[config.mk]
export PLATFORM = sky130hd
export DESIGN_NAME = dac_sd_flat
export DESIGN_NICKNAME = d
export VERILOG_FILES = /design/src/rtl/dac_sd_if.sv /design/src/rtl/dac_sd.sv /design/src/flat_wrapper.sv
export SDC_FILE = /design/constraint.sdc
export NUM_CORES = 1
export LEC_CHECK = 0
export CAP_MARGIN = 10
export CORE_MARGIN = 8
export CORE_UTILIZATION = 58
export CTS_BUF_LIST = sky130_fd_sc_hd__clkbuf_4
export CTS_CLUSTER_SIZE = 30
export DETAILED_ROUTE_END_ITERATION = 10
export PLACE_DENSITY = 0.81
export SYNTH_ARGS = -nofsm -noshare
export SYNTH_HDL_FRONTEND = slang
export SYNTH_SLANG_ARGS = --single-unit
export TNS_END_PERCENT = 5
[constraint.sdc]
create_clock -name clk -period 1.95 [get_ports clk]
set_input_delay 0.195 -clock clk [delete_from_list [all_inputs] [get_ports clk]]
set_output_delay 0.195 -clock clk [all_outputs]
set_load 0.02 [all_outputs]
[src/rtl/dac_sd_if.sv]
// dac_sd_if: start/code request and bitstream/status response of the sigma-delta DAC
interface dac_sd_if #(parameter int WIDTH = 8);
  logic             start;
  logic [WIDTH-1:0] digital_input;
  logic             analog_output;
  logic             busy;
  logic             conversion_done;
  modport master(output start, digital_input, input analog_output, busy, conversion_done);
  modport slave(input start, digital_input, output analog_output, busy, conversion_done);
endinterface

[src/rtl/dac_sd.sv]
// dac_sd: first-order sigma-delta DAC emitting exactly `code` ones per 2^WIDTH-bit frame
module dac_sd #(parameter int WIDTH = 8) (
  input logic   clk,
  input logic   rst,
  dac_sd_if.slave bus
);
  typedef enum logic [1:0] {IDLE, CONVERT, DONE} state_t;
  state_t           state, state_n;
  logic [WIDTH-1:0] code, acc, cnt, code_n, acc_n, cnt_n;
  logic [WIDTH:0]   sum;
  logic             out_n, busy_n, done_n;
  assign sum = {1'b0, acc} + {1'b0, code};
  always_comb begin
    state_n = state;
    code_n  = code;
    acc_n   = acc;
    cnt_n   = cnt;
    out_n   = 1'b0;
    busy_n  = bus.busy;
    done_n  = 1'b0;
    if (bus.start) begin
      code_n  = bus.digital_input;
      acc_n   = '0;
      cnt_n   = '0;
      state_n = CONVERT;
      busy_n  = 1'b1;
    end else begin
      unique case (state)
        CONVERT: begin
          acc_n   = sum[WIDTH-1:0];
          out_n   = sum[WIDTH];
          cnt_n   = cnt + 1'b1;
          state_n = &cnt ? DONE : CONVERT;
          busy_n  = 1'b1;
        end
        DONE: begin
          done_n  = 1'b1;
          busy_n  = 1'b0;
          state_n = IDLE;
        end
        default: busy_n = 1'b0;
      endcase
    end
  end
  always_ff @(posedge clk) begin
    if (rst) begin
      state               <= IDLE;
      code                <= '0;
      acc                 <= '0;
      cnt                 <= '0;
      bus.analog_output   <= 1'b0;
      bus.busy            <= 1'b0;
      bus.conversion_done <= 1'b0;
    end else begin
      state               <= state_n;
      code                <= code_n;
      acc                 <= acc_n;
      cnt                 <= cnt_n;
      bus.analog_output   <= out_n;
      bus.busy            <= busy_n;
      bus.conversion_done <= done_n;
    end
  end
endmodule

[src/flat_wrapper.sv]
// flat-port wrapper written by rule: the top's interface ports become plain ports
module dac_sd_flat 
#(parameter int WIDTH = 8)
  (clk, rst, bus_start, bus_digital_input, bus_analog_output, bus_busy, bus_conversion_done);
  dac_sd_if #(.WIDTH(WIDTH)) bus_i ();
  input logic clk;
  input logic rst;
  input wire logic [$bits(bus_i.start)-1:0] bus_start;
  input wire logic [$bits(bus_i.digital_input)-1:0] bus_digital_input;
  output wire logic [$bits(bus_i.analog_output)-1:0] bus_analog_output;
  output wire logic [$bits(bus_i.busy)-1:0] bus_busy;
  output wire logic [$bits(bus_i.conversion_done)-1:0] bus_conversion_done;
  assign bus_i.start = bus_start;
  assign bus_i.digital_input = bus_digital_input;
  assign bus_analog_output = bus_i.analog_output;
  assign bus_busy = bus_i.busy;
  assign bus_conversion_done = bus_i.conversion_done;
  dac_sd #(.WIDTH(WIDTH)) u_core (.clk(clk), .rst(rst), .bus(bus_i));
endmodule
* After elaboration in Yosys (flattened, before gate mapping)
Cells that the tools add are included.
** Storage, ports and cells
- Register bits after elaboration :: 29
- Output and inout bits :: 3
- Logic and storage cells :: 24
** Cells by class
- $add $sub $neg :: 2
- Eq/ne operators :: 2
- Mux-type cells :: 6
- Bitwise gates (word level) :: 1
- Reduce and logical (&&, ||, !) cells :: 5
** Operators by type and width (count)
- 8-bit by 8-bit adder with 9-bit output :: 1
- 8-bit by 1-bit adder with 8-bit output (second input constant) :: 1
- 8-bit AND reduction :: 1
- 1-bit 2-to-1 mux :: 4
- 2-bit one-hot mux with 2 select lines :: 1
- 3-bit nonzero test :: 1
- 3-bit OR reduction :: 1
- 2-bit by 1-bit equality test with 1-bit output (second input constant) :: 1
- 2-bit equality test (second input constant) :: 1
- 2-bit 2-to-1 mux :: 1
- 2-bit nonzero test :: 1
- 2-bit OR reduction :: 1
- 1-bit inverter :: 1

* Depth between registers and ports, before layout
Gate-level depths: netlist of the first run.
- Depth in word-level cells :: 4
- Mapped depth :: 6
- Gate-level depth less buffers :: 6

* Worst setup path before layout of the first run
OpenSTA, ideal clock, no wires.
- Kind :: register to register
- Start :: register u_core.acc[0]
- End :: register u_core.bus.analog_output
- Library setup time :: 117 ps
- Data arrival time :: 1679 ps
- Slack :: 154 ps
- Stages on the path, launching flop included :: 7
- Path buffers :: 0
- Cells stage by stage :: dfxtp_1 ha_1 fa_1 a211oi_1 o21a_1 o21ai_1 and4b_1
** On the way
- Longest elaborated chain between the ends :: 1
** RTL lines
- start, declared :: RTL line dac_sd.sv:9 : logic [WIDTH-1:0] code, acc, cnt, code_n, acc_n, cnt_n;
- start signal, assigned :: RTL line dac_sd.sv:57 : acc <= acc_n;
- 8-bit by 8-bit adder with 9-bit output :: RTL line dac_sd.sv:12 : assign sum = {1'b0, acc} + {1'b0, code};
- end signal, assigned :: RTL line dac_sd.sv:59 : bus.analog_output <= out_n;
- end, declared :: RTL line dac_sd_if.sv:9 : modport slave(input start, digital_input, output analog_output, busy, conversion_done);
No other way between the ends.
A chain may end at the register's enable or synchronous reset.

* Worst setup path after layout of the first run
Ends and elaborated chain as after synthesis.

==> metrics, run 1 <==
CP Class=reg2reg; maximum clock frequency=around 0.54 GHz; later-pin clock latency in the skew report=between 0.3 and 0.4 ns; max cap viols=0; Post-synth EDFFs=0; via count=roughly 1.2k; Final Cell Area=around 1700 sq um; ANT cells=0; Num CTS Buffers=5; multiplexer share of the synthesized area=0.07767; Post-Route WL=about 2900 microns; Antenna Nets Post-Route=0; IO Port Bufs=13; final hold violation count=0; CTS tree=yes; largest net degree at the start of global routing=16; RSZ-0062 raised after global routing=false; total leakage power=just over 0.0007 uW; average cell area after synthesis=about 9 sq um; share of cells above drive strength 1=0.07865; Post-Syn Nets=180; gr ovfl total=0; Synth Area in Simple Gates=0.1986; post-detailed-route wirelength per cell=approximately 14 microns; adder-cell share of the synthesized area=0.1112; IO Count=14; first-pass GRT wire length=about 5000 microns; CP Launch Point=u_core.acc[0]$_SDFFE_PP0N_; clk sink count=29; clock skew=~0.0076 ns; GRT Util Overall=0.1478; post-route clock period utilization=0.9520; setup TNS=0 ns; DRT Pass-1 Iters=4; ys flop type=dfxtp_1; vias in the first global route=roughly 1.1k; Area Overhead vs Synth=17.56%; Compound-Gate Fraction of Synth Area=0.1377; r2r setup slk=around 0.094 ns; Vias/cell=roughly 5.6; Worst Hold End=u_core.code[0]$_SDFFE_PP0P_; post-DP HPWL=between 2000 and 2500 microns; warnings from Yosys=0; Cell Area, Placed=approximately 1600 sq um; initial DRC count=60; Placer Congestion=a little over 0.9; top-count cell post-synth=dfxtp_1; Synth area leader=dfxtp_1; worst r2r path cells=6; Worst Tran Pin Value=~0.38 ns; VDD IR max=between 0.4 and 0.5 mV; # setup viols final=0; H-tree depth=2; reg-to-reg startpoint=u_core.acc[0]$_SDFFE_PP0N_; synth cell count leaders=dfxtp_1 (29), nor2_1 (26), ha_1 (11), mux2i_1 (11), a21oi_1 (10); Min-Delay Startpoint=bus_digital_input[0]; Starting Density=0.5938; outcome=finished clean; Netlist Area Pre-Place=1418 sq um; DRC Markers=0; row cnt=18; clock transition at the registers of the reported paths=roughly 0.080 ns; Die Height=approximately 65 microns; worst hold path type=in2reg; post-synthesis instance total=approximately 160; post-synth top area share=0.4095; ys async rst share=0; WHS Path Cells=3; PD cells=roughly 660 nW/um^2; # nets final=201; Distinct cells, synth=33; CP arrival=about 2.1 ns; core area=2387 sq um; main combinational cell family by area after synthesis=simple AND/OR/NAND/NOR gates; xor/xnor cell area share of the yosys netlist=0.03707; r2r endpoint=u_core.bus.analog_output$_SDFF_PP0_; CP Data Required Time=roughly 2.2 ns; initial antenna violation count=0; clk buf depth=2; CTS root buf=clkbuf_4; Rel. slew slack=0.7446; synth top area cells=dfxtp_1 (41%), ha_1 (9.7%), mux2i_1 (7.8%), nor2_1 (6.9%), a21oi_1 (3.5%); Die X=65.44 microns; Seq cells post-synth=29; Seq/Total Area, Yosys=0.4095; die area=between 4000 and 5000 sq um; Pins Over Slew Limit=0; CP Capture Type=flip-flop; CP startpoint kind=flip-flop; minimum clock period=between 1.5 and 2 ns; crit-path max FO=3
## final cells by class
class	count	area, sq um
clock inverter	1	3.754
clock buffer	6	45.04
fill	205	720.7
sequential	29	580.6
inverter	4	15.01
timing repair buffer	20	182.7
multi-input combinational	118	802.0
tap	30	37.54
## power breakdown
group	switching, uW	internal, uW	leakage [uW]	total, uW
registers	12.0	610	0.000236	622
logic	67.5	70.7	0.000444	138
clock network	195	144	0.0000292	339
## through the flow
step | utilization | worst slack (ns) | power [uW] | hold WS [ns] | cells
3_3_place_gp | 0.6724 | 0.07100 | 766.0 | 0.4627 | 200
3_5_place_dp | 0.6724 | 0.04556 | 772.1 | 0.4837 | 200
2_1_floorplan | - | 0.1544 | 720.1 | 0.3422 | 157
6_report | 0.6981 | 0.09369 | 1099 | 0.4857 | 208
4_1_cts | 0.6950 | 0.06186 | 1107 | 0.4807 | 207
5_1_grt | 0.6981 | 0.01139 | 1160 | 0.4897 | 208
## critical path, cell delays in order, from the launching register on
cell and delay [ns]:
dfxtp_1 0.32, ha_1 0.23, fa_1 0.45, a211oi_2 0.30, o21a_1 0.20, o21ai_1 0.07
and4b_1 0.19
## flip-flops by register name (all words and copies together), names as in the netlist
| signal | flops |
|---|---|
| u_core.bus.conversion_done | 1 |
| u_core.state | 2 |
| u_core.acc | 8 |
| u_core.code | 8 |
| u_core.bus.analog_output | 1 |
| u_core.bus.busy | 1 |
| u_core.cnt | 8 |
## worst max path at each step
stage	end	slack, ns	cells after the start
floorplan	u_core.bus.analog_output$_SDFF_PP0_	0.15	6
global placement	u_core.bus.analog_output$_SDFF_PP0_	0.07	6
detailed placement	u_core.bus.analog_output$_SDFF_PP0_	0.05	6
CTS	u_core.bus.analog_output$_SDFF_PP0_	0.06	6
global route	u_core.acc[6]$_SDFFE_PP0N_	0.01	6
finish	u_core.bus.analog_output$_SDFF_PP0_	0.09	6
## per-layer routing
layer / global-route usage / vias to the layer above / routed length (microns)
met3: 0.05782 / 6 / 165
met2: 0.2423 / 26 / 1383
li1: - / 596 / -
met5: 0 / - / 0
met1: 0.1660 / 540 / 1263
met4: 0.06540 / 0 / 49
## cells by family (layout without fill, tap and decap cells)
logic type | count (synthesis) | count (layout)
flip-flops | 29 | 29
XOR/XNOR | 6 | 6
adder cells (fa/ha/maj) | 12 | 12
AND/OR/NAND/NOR | 57 | 57
AO/OA/AOI/OAI | 32 | 32
buffers and inverters | 10 | 31
multiplexers | 11 | 11
## layout by cell type (no fill, tap or decap), types with 4 or more instances in the layout
cell	count
a21oi_1	10
buf_4	7
clkbuf_4	6
clkdlybuf4s50_1	13
dfxtp_1	29
ha_1	11
inv_1	4
mux2i_1	11
nand2_1	6
nand3_1	5
nor2_1	26
o21ai_0	5
o21ai_1	4
xor2_1	4
## what timing repair did
item                                    CTS  global route
setup buffers                             0             1
endpoints found under the setup margin    2             2
resized for setup                         1             0
pin swaps                                 0             1
hold buffers                              0             0
Note: power is estimated with default switching activity, not from simulation.
==> inputs of run 2 (changes only) <==
--- a/config.mk
+++ b/config.mk
@@ -11,7 +11,7 @@
 export CTS_BUF_LIST = sky130_fd_sc_hd__clkbuf_4
 export CTS_CLUSTER_SIZE = 30
 export DETAILED_ROUTE_END_ITERATION = 10
-export PLACE_DENSITY = 0.81
+export PLACE_DENSITY = 0.88
 export SYNTH_ARGS = -nofsm -noshare
 export SYNTH_HDL_FRONTEND = slang
 export SYNTH_SLANG_ARGS = --single-unit
==> run 2 against run 1 <==
Effect of this change: clock power grew 12%; register-to-register slack about the same; clock skew up 0.0039 ns; via count increased by 0.77%; clock-buffer cell count up 2; sequential share of layout area grew 0.079 points; cell count decreased by 0.48%; die area unchanged; first-iteration DRC count shrank 48%.
==> metrics, run 2 (same netlist as run 1, synthesis figures left out) <==
outcome=finished clean; # nets final=199; CP Buf/Inv Count=0; post-route clock period utilization=0.9548; # fillers=approximately 200; Pins Over Slew Limit=0; row cnt=18; commonest non-fill, non-tap cell in the layout=dfxtp_1; IO Count=14; clk sink count=29; DRT Pass-1 Iters=4; VDD IR max=between 0.5 and 0.6 mV; GRT Util Overall=0.1445; CP Data Required Time=2.18 ns; Worst Tran Pin Value=about 0.46 ns; area of the multi-input gates=approximately 800 sq um; post-detailed-route wirelength per cell=14.00 microns; first-pass GRT wire length=slightly below 5000 microns; Post CTS Setup Buffer Count=0; Place WS=slightly below 0.04 ns; core area=between 2000 and 2500 sq um; initial antenna violation count=0; clk buf depth=2; slowest stage delay, CP=~0.44 ns; minimum clock period=around 1.9 ns; DRC Markers=0; largest net degree at the start of global routing=16; area occupied by registers=about 580 sq um; Die Height=65.44 microns; final hold violation count=0; crit-path cells=ha_1 > fa_1 > a211oi_2 > o21a_1 > o21ai_1 > and4b_1; Final WS setup=0.08813 ns; r2r setup slk=approximately 0.088 ns; Worst Hold End=u_core.code[7]$_SDFFE_PP0P_; CTS tree=yes; reg-to-reg startpoint=u_core.acc[0]$_SDFFE_PP0N_; Num CTS Buffers=5; Cells after DPL=199; total leakage power=between 0.0007 and 0.0008 uW; RSZ-0062 raised after global routing=false; via count=roughly 1.2k; initial DRC count=31; Post-Route WL=2898 microns; ANT cells=0; H-tree depth=2; Top Registers=u_core.acc (8), u_core.cnt (8), u_core.code (8); r2r endpoint=u_core.bus.analog_output$_SDFF_PP0_; maximum clock frequency=between 0.5 and 0.6 GHz; Die X=65.44 microns; die area=approximately 4300 sq um; gr ovfl total=0; crit-path max FO=3; Rel. slew slack=0.6913; worst hold path type=in2reg; vias in the first global route=between 1k and 1.5k; Area Overhead vs Synth=17.30%; Vias/cell=5.686; clock skew=roughly 0.012 ns; post-DP HPWL=2068 microns; CP startpoint kind=flip-flop; WHS Path Cells=3; share of cells above drive strength 1=0.07910; IO Port Bufs=13; worst r2r path cells=6; CP arrival=2.09 ns; Non-Filler Instances=around 210; Starting Density=0.5938; Antenna Nets Post-Route=0; # setup viols final=0; hold_ws=around 0.48 ns; Top delay family on crit path=adder cells; CTS root buf=clkbuf_4; Slowest-stage cell, CP=fa_1; PD cells=approximately 680 nW/um^2; later-pin clock latency in the skew report=~0.32 ns; commonest cells after routing, fill and taps aside=dfxtp_1 (29), nor2_1 (26), clkdlybuf4s50_1 (13); CP Class=reg2reg; CP Capture Type=flip-flop; max cap viols=0; CP Launch Point=u_core.acc[0]$_SDFFE_PP0N_; clock transition at the registers of the reported paths=0.09 ns; setup TNS=0 ns; Min-Delay Startpoint=bus_digital_input[7]; Design Power=1137 uW; Placer Congestion=between 0.9 and 1
==> run 2: cell types whose count changed in the layout (fill, tap and decap cells not counted), sizes merged <==
cell / delta
buf: -2
clkbuf: +2
clkinv: -1
==> run 2: worst max path at each step <==
stage | end | cells past startpoint
final | u_core.bus.analog_output$_SDFF_PP0_ | 6
after global routing | u_core.bus.analog_output$_SDFF_PP0_ | 6
after CTS | u_core.bus.analog_output$_SDFF_PP0_ | 6
after detailed placement | u_core.bus.analog_output$_SDFF_PP0_ | 6
after global placement | u_core.bus.analog_output$_SDFF_PP0_ | 6
after floorplan | u_core.bus.analog_output$_SDFF_PP0_ | 6
==> run 2: worst reg2reg max path: stages (launching register included) <==
cell      delay (ns)
dfxtp_1         0.32
ha_1            0.22
fa_1            0.44
a211oi_2        0.33
o21a_1          0.19
o21ai_1         0.07
and4b_1         0.19
==> run 2: power by group <==
group          switching (uW)  internal, uW  leakage, uW
logic                    67.9          69.0     0.000435
clock network             192           185    0.0000368
registers                12.1           610     0.000236
==> run 2: cell type report <==
cell class	count	area share
flip-flops and latches	29	0.3491
well taps	30	0.02257
clock buffers	8	0.03612
repair buffers	18	0.1008
multi-input cells	118	0.4823
inverters	4	0.009029
==> run 2: repair_timing <==
action / CTS / global route
endpoints found under the setup margin: 0 / 2
hold buffers: 0 / 0
resized for setup: 0 / 1
==> run 2: through the flow <==
stage               instance area [sq um]    util
CTS                                  1658  0.6944
global placement                     1598  0.6693
detailed placement                   1598  0.6693
floorplan                            1418       -
global route                         1663  0.6965
finish                               1663  0.6965
==> run 2: routing by layer <==
| layer | vias to the layer above | track usage | part of all wire |
|---|---|---|---|
| met1 | 551 | 0.1494 | 0.45 |
| met2 | 23 | 0.2509 | 0.49 |
| met4 | 0 | 0.08174 | 0.020 |
| met5 | - | 0 | 0 |
| met3 | 7 | 0.04762 | 0.042 |
| li1 | 596 | - | - |
==> inputs of run 3 (changes only) <==
--- a/config.mk
+++ b/config.mk
@@ -6,6 +6,7 @@
 export NUM_CORES = 1
 export LEC_CHECK = 0
 export CAP_MARGIN = 10
+export CORE_ASPECT_RATIO = 1.25
 export CORE_MARGIN = 8
 export CORE_UTILIZATION = 58
 export CTS_BUF_LIST = sky130_fd_sc_hd__clkbuf_4
==> run 3 against run 2 <==
Effect of this change: clock skew rose by 0.0055 ns; worst hold slack got worse by 0.017 ns; global-route usage rose by 1.6 points; combinational power rose by 4%; largest power group unchanged; critical path type unchanged; cell count rose by 1.9%; register-to-register slack improved by 0.02 ns.
==> metrics, run 3 (same netlist as run 1, synthesis figures left out) <==
outcome=finished clean; row cnt=20; PD cells=742.1 nW/um^2; VDD IR max=about 0.69 mV; Antenna Nets Post-Route=0; IO Port Bufs=13; Seq pwr share=0.494; core area=2377 sq um; commonest cells after routing, fill and taps aside=dfxtp_1 (29), nor2_1 (26), clkdlybuf4s50_1 (13); Cell Area, Placed=~1600 sq um; share of cells above drive strength 1=0.08427; Placer Congestion=0.8603; gr ovfl total=0; initial DRC count=67; Rel. slew slack=0.7384; later-pin clock latency in the skew report=roughly 0.34 ns; CP Data Required Time=roughly 2.2 ns; Top Registers=u_core.acc (8), u_core.cnt (8), u_core.code (8); DRT Pass-1 Iters=4; sw frac=0.2355; via count=between 1k and 1.5k; maximum clock frequency=0.5435 GHz; largest net degree at the start of global routing=16; Post-Route WL=between 3000 and 4000 microns; initial antenna violation count=0; post-DP HPWL=between 2000 and 2500 microns; area of the multi-input gates=slightly above 800 sq um; Die X=around 60 microns; H-tree depth=2; CP arrival=approximately 2.1 ns; worst hold path type=in2reg; Final WS setup=around 0.11 ns; RSZ-0062 raised after global routing=false; # nets final=200; clk sink count=29; CP Capture Type=flip-flop; crit-path cells=ha_1 > fa_2 > a211oi_2 > o21a_1 > o21ai_1 > and4b_1; clock skew=between 0.015 and 0.02 ns; commonest non-fill, non-tap cell in the layout=dfxtp_1; area occupied by registers=about 580 sq um; vias in the first global route=between 1k and 1.5k; slowest stage delay, CP=0.38 ns; total leakage power=a little over 0.0007 uW; r2r setup slk=0.11 ns; max cap viols=0; CTS tree=yes; CP startpoint kind=flip-flop; DRC Markers=0; Area Overhead vs Synth=19.59%; Int Power=slightly below 1000 uW; Post CTS Setup Buffer Count=0; CP Class=reg2reg; Pins Over Slew Limit=0; crit-path max FO=3; Final Cell Area=between 1500 and 2000 sq um; setup TNS=0 ns; Vias/cell=between 5 and 6; CTS root buf=clkbuf_4; ANT cells=0; GRT Util Overall=0.1602; clk buf depth=2; hold_ws=roughly 0.46 ns; Num CTS Buffers=5; Place WS=about 0.029 ns; IO Count=14; clock transition at the registers of the reported paths=~0.090 ns; Worst Tran Pin Value=between 0.3 and 0.4 ns; Comb power frac=0.113; first-pass GRT wire length=5306 microns; minimum clock period=around 1.8 ns; # fillers=about 190; die area=about 4300 sq um; # setup viols final=0; # hold bufs at CTS=0; Die Height=71.28 microns; Clock power frac=0.393; switching pwr=between 200 and 300 uW; Layout Utilization=0.7132; Slowest-stage cell, CP=fa_2; final hold violation count=0; post-route clock period utilization=0.9436; post-detailed-route wirelength per cell=14.64 microns; Starting Density=0.5963
run 3: final timing paths:
| check | startpoint | depth (start not counted) | end |
|---|---|---|---|
| worst max register to register | u_core.acc[0]$_SDFFE_PP0N_ | 6 | u_core.bus.analog_output$_SDFF_PP0_ |
| worst min register to register | u_core.acc[6]$_SDFFE_PP0N_ | 2 | u_core.acc[6]$_SDFFE_PP0N_ |
| worst min-delay path | bus_digital_input[6] | 3 | u_core.code[6]$_SDFFE_PP0P_ |
| worst max-delay path | u_core.acc[0]$_SDFFE_PP0N_ | 6 | u_core.bus.analog_output$_SDFF_PP0_ |
run 3: power groups by stage:
stage	clock network [uW]	registers, uW	logic, uW
2_1_floorplan	0	635	85.6
3_3_place_gp	0	634	131
3_5_place_dp	0	635	139
4_1_cts	507	622	140
5_1_grt	528	624	156
6_report	494	622	142
run 3: what timing repair did:
| item | 4_1_cts | 5_1_grt |
|---|---|---|
| gates resized for setup | 0 | 2 |
| endpoints found under the hold margin | 0 | 0 |
| endpoints found under the setup margin | 0 | 2 |
run 3: final cells by class:
| class | count | area share |
|---|---|---|
| Clock buffer | 6 | 0.02657 |
| Tap cell | 33 | 0.02435 |
| Timing Repair Buffer | 19 | 0.1033 |
| Sequential cell | 29 | 0.3424 |
| Multi-Input combinational cell | 118 | 0.4745 |
| Clock inverter | 2 | 0.01993 |
| Inverter | 4 | 0.008856 |
run 3: worst max-delay path: cells and delay by family, from the launching register on:
kind                     cells  cell delay, ns
AO/OA/AOI/OAI                3            0.62
adder cells (fa/ha/maj)      2            0.60
flip-flops                   1            0.32
AND/OR/NAND/NOR              1            0.20
run 3: per-stage QoR:
step,instances,power [uW]
after CTS,211,1268
after global routing,211,1308
final,211,1258
after floorplan,157,720.1
after detailed placement,203,774.1
after global placement,203,764.9
run 3: metal layers:
metal | track usage | wire length [microns] | up-vias
li1 | - | - | 597
met1 | 0.1820 | 1333 | 553
met2 | 0.2464 | 1514 | 23
met3 | 0.06631 | 179 | 6
met4 | 0.08245 | 63 | 0
met5 | 0 | 0 | -
